[config.mk]
export PLATFORM = sky130hd
export DESIGN_NAME = alu_arbiter
export DESIGN_NICKNAME = d
export VERILOG_FILES = /design/src/rtl/alu_pkg.sv /design/src/rtl/alu.sv /design/src/rtl/alu_arbiter.sv
export SDC_FILE = /design/constraint.sdc
export NUM_CORES = 1
export LEC_CHECK = 0
export ABC_AREA = 1
export CAP_MARGIN = 20
export CORE_UTILIZATION = 38
export DETAILED_ROUTE_END_ITERATION = 7
export PLACE_DENSITY = 0.68
export SKIP_LAST_GASP = 1
export SLEW_MARGIN = 20
export SYNTH_ARGS = -nofsm -noshare
export SYNTH_HDL_FRONTEND = slang
export SYNTH_SLANG_ARGS = --single-unit
[constraint.sdc]
create_clock -name i_clk -period 5.4 [get_ports i_clk]
set_input_delay 1.08 -clock i_clk [delete_from_list [all_inputs] [get_ports i_clk]]
set_output_delay 1.08 -clock i_clk [all_outputs]
set_load 0.1 [all_outputs]
[src/rtl/alu_pkg.sv]
// Shared types for the two-requester ALU arbiter: opcodes, FSM states, result flags
// and the round-robin grant helper.
package alu_pkg;

  typedef enum logic [1:0] {
    OP_SUB   = 2'b00,
    OP_CMP   = 2'b01,
    OP_SHIFT = 2'b10,
    OP_BIT   = 2'b11
  } op_e;

  typedef enum logic [1:0] {
    IDLE = 2'b00,
    EXEC = 2'b01,
    RESP = 2'b10
  } state_e;

  typedef struct packed {
    logic ovf;
    logic err;
    logic even;
    logic single;
  } flags_t;

  // One-hot grant: a lone requester always wins, a tie goes to the pointer side.
  function automatic logic [1:0] rr_pick(input logic [1:0] vld, input logic ptr);
    logic [1:0] gnt;
    if (vld == 2'b11) begin
      gnt = ptr ? 2'b10 : 2'b01;
    end else begin
      gnt = vld;
    end
    return gnt;
  endfunction

endpackage

[src/rtl/alu.sv]
// Combinational ALU: subtract, compare, shift and single-bit toggle with flags.
// Zero latency; no handshake of its own.
module alu
  import alu_pkg::*;
#(
  parameter int BITS = 8
) (
  input  logic [BITS-1:0] i_a,
  input  logic [BITS-1:0] i_b,
  input  op_e             i_op,
  output logic [BITS-1:0] o_out,
  output logic            o_ovf,
  output logic            o_err,
  output logic            o_even,
  output logic            o_single
);

  localparam int SW = $clog2(BITS);

  logic [SW-1:0]     amt;
  logic [BITS-1:0]   diff;
  logic [2*BITS-1:0] shl_w;
  logic [BITS-1:0]   res;
  logic              ovf;
  logic              err;

  always_comb begin
    amt   = i_b[SW-1:0];
    diff  = i_a - i_b;
    shl_w = {{BITS{1'b0}}, i_a} << amt;
    res   = '0;
    ovf   = 1'b0;
    err   = 1'b0;
    unique case (i_op)
      OP_SUB: begin
        res = diff;
        ovf = (i_a[BITS-1] ^ i_b[BITS-1]) & (diff[BITS-1] ^ i_a[BITS-1]);
      end
      OP_CMP: begin
        res[0] = i_a < i_b;
        res[1] = i_a == i_b;
        res[2] = $signed(i_a) < $signed(i_b);
      end
      // b[MSB] selects right shift; bits between the amount and the MSB must be zero.
      OP_SHIFT: begin
        err = |i_b[BITS-2:SW];
        if (i_b[BITS-1]) begin
          res = i_a >> amt;
        end else begin
          res = shl_w[BITS-1:0];
          ovf = |shl_w[2*BITS-1:BITS];
        end
      end
      OP_BIT: begin
        err = |i_b[BITS-1:SW];
        res = err ? i_a : (i_a ^ (BITS'(1) << amt));
      end
    endcase
    o_out    = res;
    o_ovf    = ovf;
    o_err    = err;
    o_even   = ~^res;
    o_single = $onehot(res);
  end

endmodule

[src/rtl/alu_arbiter.sv]
// Two requesters share one ALU, one op in flight; result valid 2 edges after accept.
// Result held stable while i_rsp_ready is low; requests are not accepted until it drains.
module alu_arbiter
  import alu_pkg::*;
#(
  parameter int BITS = 8
) (
  input  logic            i_clk,
  input  logic            i_rst,
  input  logic            i_req_valid_0,
  input  logic            i_req_valid_1,
  output logic            o_req_ready_0,
  output logic            o_req_ready_1,
  input  logic [BITS-1:0] i_a_0,
  input  logic [BITS-1:0] i_b_0,
  input  logic [BITS-1:0] i_a_1,
  input  logic [BITS-1:0] i_b_1,
  input  logic [1:0]      i_op_0,
  input  logic [1:0]      i_op_1,
  output logic            o_rsp_valid,
  input  logic            i_rsp_ready,
  output logic            o_rsp_id,
  output logic [BITS-1:0] o_out,
  output logic            o_ovf,
  output logic            o_err,
  output logic            o_even,
  output logic            o_single,
  output logic            o_busy
);

  state_e          state_q, state_d;
  logic            ptr_q, ptr_d;
  logic [BITS-1:0] a_q, a_d;
  logic [BITS-1:0] b_q, b_d;
  op_e             op_q, op_d;
  logic            id_q, id_d;
  logic            rsp_vld_q, rsp_vld_d;
  logic            rsp_id_q, rsp_id_d;
  logic [BITS-1:0] out_q, out_d;
  flags_t          flg_q, flg_d;

  logic [1:0]      gnt;
  logic            accept_en;
  logic [BITS-1:0] alu_out;
  logic            alu_ovf;
  logic            alu_err;
  logic            alu_even;
  logic            alu_single;

  alu #(
    .BITS(BITS)
  ) u_alu (
    .i_a     (a_q),
    .i_b     (b_q),
    .i_op    (op_q),
    .o_out   (alu_out),
    .o_ovf   (alu_ovf),
    .o_err   (alu_err),
    .o_even  (alu_even),
    .o_single(alu_single)
  );

  // Ready is masked during reset so nothing can appear accepted while state is forced.
  assign gnt           = rr_pick({i_req_valid_1, i_req_valid_0}, ptr_q);
  assign accept_en     = (state_q == IDLE) && !i_rst;
  assign o_req_ready_0 = accept_en & gnt[0];
  assign o_req_ready_1 = accept_en & gnt[1];

  always_comb begin
    state_d   = state_q;
    ptr_d     = ptr_q;
    a_d       = a_q;
    b_d       = b_q;
    op_d      = op_q;
    id_d      = id_q;
    rsp_vld_d = rsp_vld_q;
    rsp_id_d  = rsp_id_q;
    out_d     = out_q;
    flg_d     = flg_q;
    unique case (state_q)
      IDLE: begin
        if (o_req_ready_0 || o_req_ready_1) begin
          id_d    = o_req_ready_1;
          a_d     = o_req_ready_1 ? i_a_1 : i_a_0;
          b_d     = o_req_ready_1 ? i_b_1 : i_b_0;
          op_d    = op_e'(o_req_ready_1 ? i_op_1 : i_op_0);
          ptr_d   = ~o_req_ready_1;
          state_d = EXEC;
        end
      end
      EXEC: begin
        out_d        = alu_out;
        flg_d.ovf    = alu_ovf;
        flg_d.err    = alu_err;
        flg_d.even   = alu_even;
        flg_d.single = alu_single;
        rsp_id_d     = id_q;
        rsp_vld_d    = 1'b1;
        state_d      = RESP;
      end
      RESP: begin
        if (i_rsp_ready) begin
          rsp_vld_d = 1'b0;
          state_d   = IDLE;
        end
      end
      default: state_d = IDLE;
    endcase
  end

  always_ff @(posedge i_clk or posedge i_rst) begin
    if (i_rst) begin
      state_q   <= IDLE;
      ptr_q     <= 1'b0;
      a_q       <= '0;
      b_q       <= '0;
      op_q      <= OP_SUB;
      id_q      <= 1'b0;
      rsp_vld_q <= 1'b0;
      rsp_id_q  <= 1'b0;
      out_q     <= '0;
      flg_q     <= '0;
    end else begin
      state_q   <= state_d;
      ptr_q     <= ptr_d;
      a_q       <= a_d;
      b_q       <= b_d;
      op_q      <= op_d;
      id_q      <= id_d;
      rsp_vld_q <= rsp_vld_d;
      rsp_id_q  <= rsp_id_d;
      out_q     <= out_d;
      flg_q     <= flg_d;
    end
  end

  assign o_rsp_valid = rsp_vld_q;
  assign o_rsp_id    = rsp_id_q;
  assign o_out       = out_q;
  assign o_ovf       = flg_q.ovf;
  assign o_err       = flg_q.err;
  assign o_even      = flg_q.even;
  assign o_single    = flg_q.single;
  assign o_busy      = (state_q != IDLE);

endmodule

==> results list <==
* Net total in the final layout: 560
* Highest achievable clock rate: 223.1 MHz
- Iteration-0 DRC Markers: 226
- Top post-synthesis cells by count: sky130_fd_sc_hd__nand2_1, sky130_fd_sc_hd__nand3_1, sky130_fd_sc_hd__inv_1, sky130_fd_sc_hd__dfrtp_1, sky130_fd_sc_hd__ha_1
- Grt total ovfl: 0
* Max Cap Violations: 0
* First-pass detailed-route iteration total: 4
* Async set-or-reset flop fraction in the synthesized netlist: 100.0%
- The count of nets left with antenna violations once routing finished came out at 0.
* Area Growth Syn to Fin: 23.10%
* Number of filler instances in the final layout: 767
* FF+latch count, synth: 36
- CORE AREA: 7807 um^2
- Average footprint of a synthesized cell: 6.989 um^2
- In the global route stage, overall resource usage came out at 21.00%.
- In this run the core area contains 32 standard-cell rows.
- Net count of the mapped netlist: 506
- Counting every instance in the synthesized netlist gives 444.
- Actual slew at the worst max-slew pin: 967.1 ps
* Final Routed Wirelength: 8.348 mm
- Cells fill 48.93% of the core in the end.
- After legalization and detailed placement, the total HPWL measured 6.767 mm.
- Sequential area share after synthesis: 29.03%
- Post-Route Setup TNS: 0 ps
* CTS Sinks: 36
* Wire per inst: 13.89 um
- In this run, synthesis inferred 0 flip-flops with an integrated enable.
- Insertion delay to the later sink of the worst-skew pair: 300 ps
- The worst path uses 83.02% of the clock period.
* Arrival time of the worst setup path: 4670 ps
- Routability-driven placement finished with a final weighted congestion of 0.9056.
- Starting Density: 39.74%
- Clock tree root buffer cell: sky130_fd_sc_hd__clkbuf_8
* Die Area: 8531 um^2
- Cells resized by post-CTS repair: 0
- Top cells by area in the synthesized netlist: sky130_fd_sc_hd__dfrtp_1, sky130_fd_sc_hd__nand2_1, sky130_fd_sc_hd__nand3_1, sky130_fd_sc_hd__ha_1, sky130_fd_sc_hd__inv_1
- The worst setup path is of the flop to flop kind.
- Summing all multi-input logic gate instances after layout gives 1907 um^2.
- Number of buffers added on ports: 57
- Startpoint type of the worst setup path: flop
- Antenna violations before repair: 0
- The worst setup path is captured at a flop.
- Number of buffers added for setup after CTS: 0
- Count of synthesis-stage warnings from yosys: 0
- The final-report hold violation count came to 0.
* Proportion of layout cells with a drive suffix above 1: 8.216%
- From bottom edge to top edge, the die measures 92.37 um.
* Most area-hungry cell type in the Yosys netlist: sky130_fd_sc_hd__dfrtp_1
- Worst-path maximum fanout: 25
- Slew Limit Headroom: 35.32%
- The clock arrives with 12.47 ps of skew.
* Chip width: 92.37 um
- In this run the worst hold path is classified as flop to flop.
- The final count of pins violating max slew came to 0.
- The most used flip-flop cell after synthesis is sky130_fd_sc_hd__dfrtp_1.
* Portion of synthesized cell area occupied by the leading cell type: 29.03%
- Maximum number of pins on one net before global-route repair: 37
- Hold-fix buffers at CTS: 0
- In this run the number of H-tree levels came out at 2.
- Vias in the first global route: 2914
- TritonCTS clock tree: yes
* Count of unique library cells instantiated by Yosys: 40
- By instance count, the leading cell after synthesis is sky130_fd_sc_hd__nand2_1.
- Boundary pin count: 58
- Clock-pin slew was measured on the worst setup and hold paths at 80 ps.
- Setup violations remaining at the end of the flow were counted as 0.
- In this run, CTS created clock tree buffers numbering 5.
- Required arrival time at the worst endpoint: 5590 ps
- Global-route wire length before repair: 14.00 mm
- The sequential cells in the finished layout cover a total of 900.9 um^2.
* Post-detailed-route DRC marker count: 0
- Via density per instance: 5.143
* Min cycle time layout: 4483 ps
- Status: completed
* Setup repair after global routing missed its margin: false
- The routed layout has 3091 vias.
- 0 antenna diodes ended up in the layout.
* Cell Area, Synth: 3103 um^2
- Maximum buffer depth of the clock tree: 2
==> metrics by stage <==
step	hold WS (ps)	instance area (um^2)	setup WS [ps]	cells
after floorplan	441.7	3103	1476	444
after global placement	454.6	3709	1009	593
after detailed placement	462.9	3709	886.9	593
after CTS	483.0	3820	902.5	601
after global routing	521.0	3820	648.0	601
final	477.5	3820	916.7	601
==> cell type report <==
| type | count | area share, % |
|---|---|---|
| Clock buffer | 5 | 1.802 |
| Clock inverter | 3 | 1.114 |
| Inverter | 52 | 5.241 |
| Multi-Input combinational cell | 345 | 49.92 |
| Sequential cell | 36 | 23.58 |
| Tap cell | 102 | 3.341 |
| Timing Repair Buffer | 58 | 15.00 |
==> layer usage <==
metal  part of all wire [%]  vias to the layer above  GRT usage (%)  wire (um)
met1                     46                     1416          28.65       3851
met4                    2.4                        0          7.422        199
met2                     46                       92          33.64       3867
met5                      0                        -              0          0
li1                       -                     1569              -          -
met3                    5.1                       14          3.284        429
==> sequential cells by signal, indices dropped and copies added, names as in the netlist <==
name / count
a_q: 8
b_q: 8
o_out: 8
op_q: 2
state_q: 2
id_q: 1
o_err: 1
o_even: 1
o_ovf: 1
o_rsp_id: 1
o_rsp_valid: 1
o_single: 1
ptr_q: 1
==> worst max-delay path: stages (launching register included) <==
cell,delay (ps)
sky130_fd_sc_hd__dfrtp_1,630
sky130_fd_sc_hd__inv_2,330
sky130_fd_sc_hd__fa_1,520
sky130_fd_sc_hd__nand2_1,90
sky130_fd_sc_hd__nand2_1,70
sky130_fd_sc_hd__or2_2,280
sky130_fd_sc_hd__nand3_1,70
sky130_fd_sc_hd__nand4_1,140
sky130_fd_sc_hd__ha_1,370
sky130_fd_sc_hd__fa_1,430
sky130_fd_sc_hd__fa_1,470
sky130_fd_sc_hd__ha_1,220
sky130_fd_sc_hd__fa_1,430
sky130_fd_sc_hd__o41ai_1,330
==> layout by cell type, fill, tap and decap left out, types with 2 or more instances in the layout <==
cell	synthesis	final
sky130_fd_sc_hd__buf_4	4	3
sky130_fd_sc_hd__inv_2	7	7
sky130_fd_sc_hd__dfrtp_1	36	36
sky130_fd_sc_hd__clkinv_1	2	2
sky130_fd_sc_hd__xnor2_1	2	2
sky130_fd_sc_hd__nor3_1	2	2
sky130_fd_sc_hd__or2_2	3	3
sky130_fd_sc_hd__clkdlybuf4s50_1	0	55
sky130_fd_sc_hd__a21oi_1	15	15
sky130_fd_sc_hd__o21ai_0	6	6
sky130_fd_sc_hd__o21ai_1	2	2
sky130_fd_sc_hd__nand3_1	64	64
sky130_fd_sc_hd__inv_4	2	2
sky130_fd_sc_hd__nand4_1	9	9
sky130_fd_sc_hd__o21a_1	2	2
sky130_fd_sc_hd__nand2_1	164	164
sky130_fd_sc_hd__ha_1	16	16
sky130_fd_sc_hd__o22ai_1	5	5
sky130_fd_sc_hd__nand2_2	2	2
sky130_fd_sc_hd__clkbuf_8	0	5
sky130_fd_sc_hd__nand3_2	4	4
sky130_fd_sc_hd__nor2_4	6	6
sky130_fd_sc_hd__xor2_1	2	2
sky130_fd_sc_hd__o211ai_1	14	14
sky130_fd_sc_hd__nor2_1	10	10
sky130_fd_sc_hd__inv_1	41	41
sky130_fd_sc_hd__fa_1	5	5
==> final timing paths <==
| kind | cells past startpoint | startpoint | endpoint | slack (ps) |
|---|---|---|---|---|
| max reg2reg | 13 | b_q[1] | o_single | 920 |
| max | 13 | b_q[1] | o_single | 920 |
| min | 2 | ptr_q | ptr_q | 480 |
| min reg2reg | 2 | ptr_q | ptr_q | 480 |
| max in group asynchronous | 3 | i_rst | a_q[4] | 3800 |
| min in group asynchronous | 3 | i_rst | state_q[1] | 1280 |
==> cell families (layout without fill, tap and decap cells) <==
logic type | after synthesis | count (layout) | synth area share [%]
compound gates | 48 | 48 | 9.758
xor+xnor | 4 | 4 | 1.129
fa+ha+maj | 21 | 21 | 9.677
buf+inv | 63 | 118 | 9.516
flops | 36 | 36 | 29.03
simple gates | 272 | 272 | 40.89
Power is not shown: default switching activity piles up to over one toggle a cycle in this logic, so the estimate is an artifact.
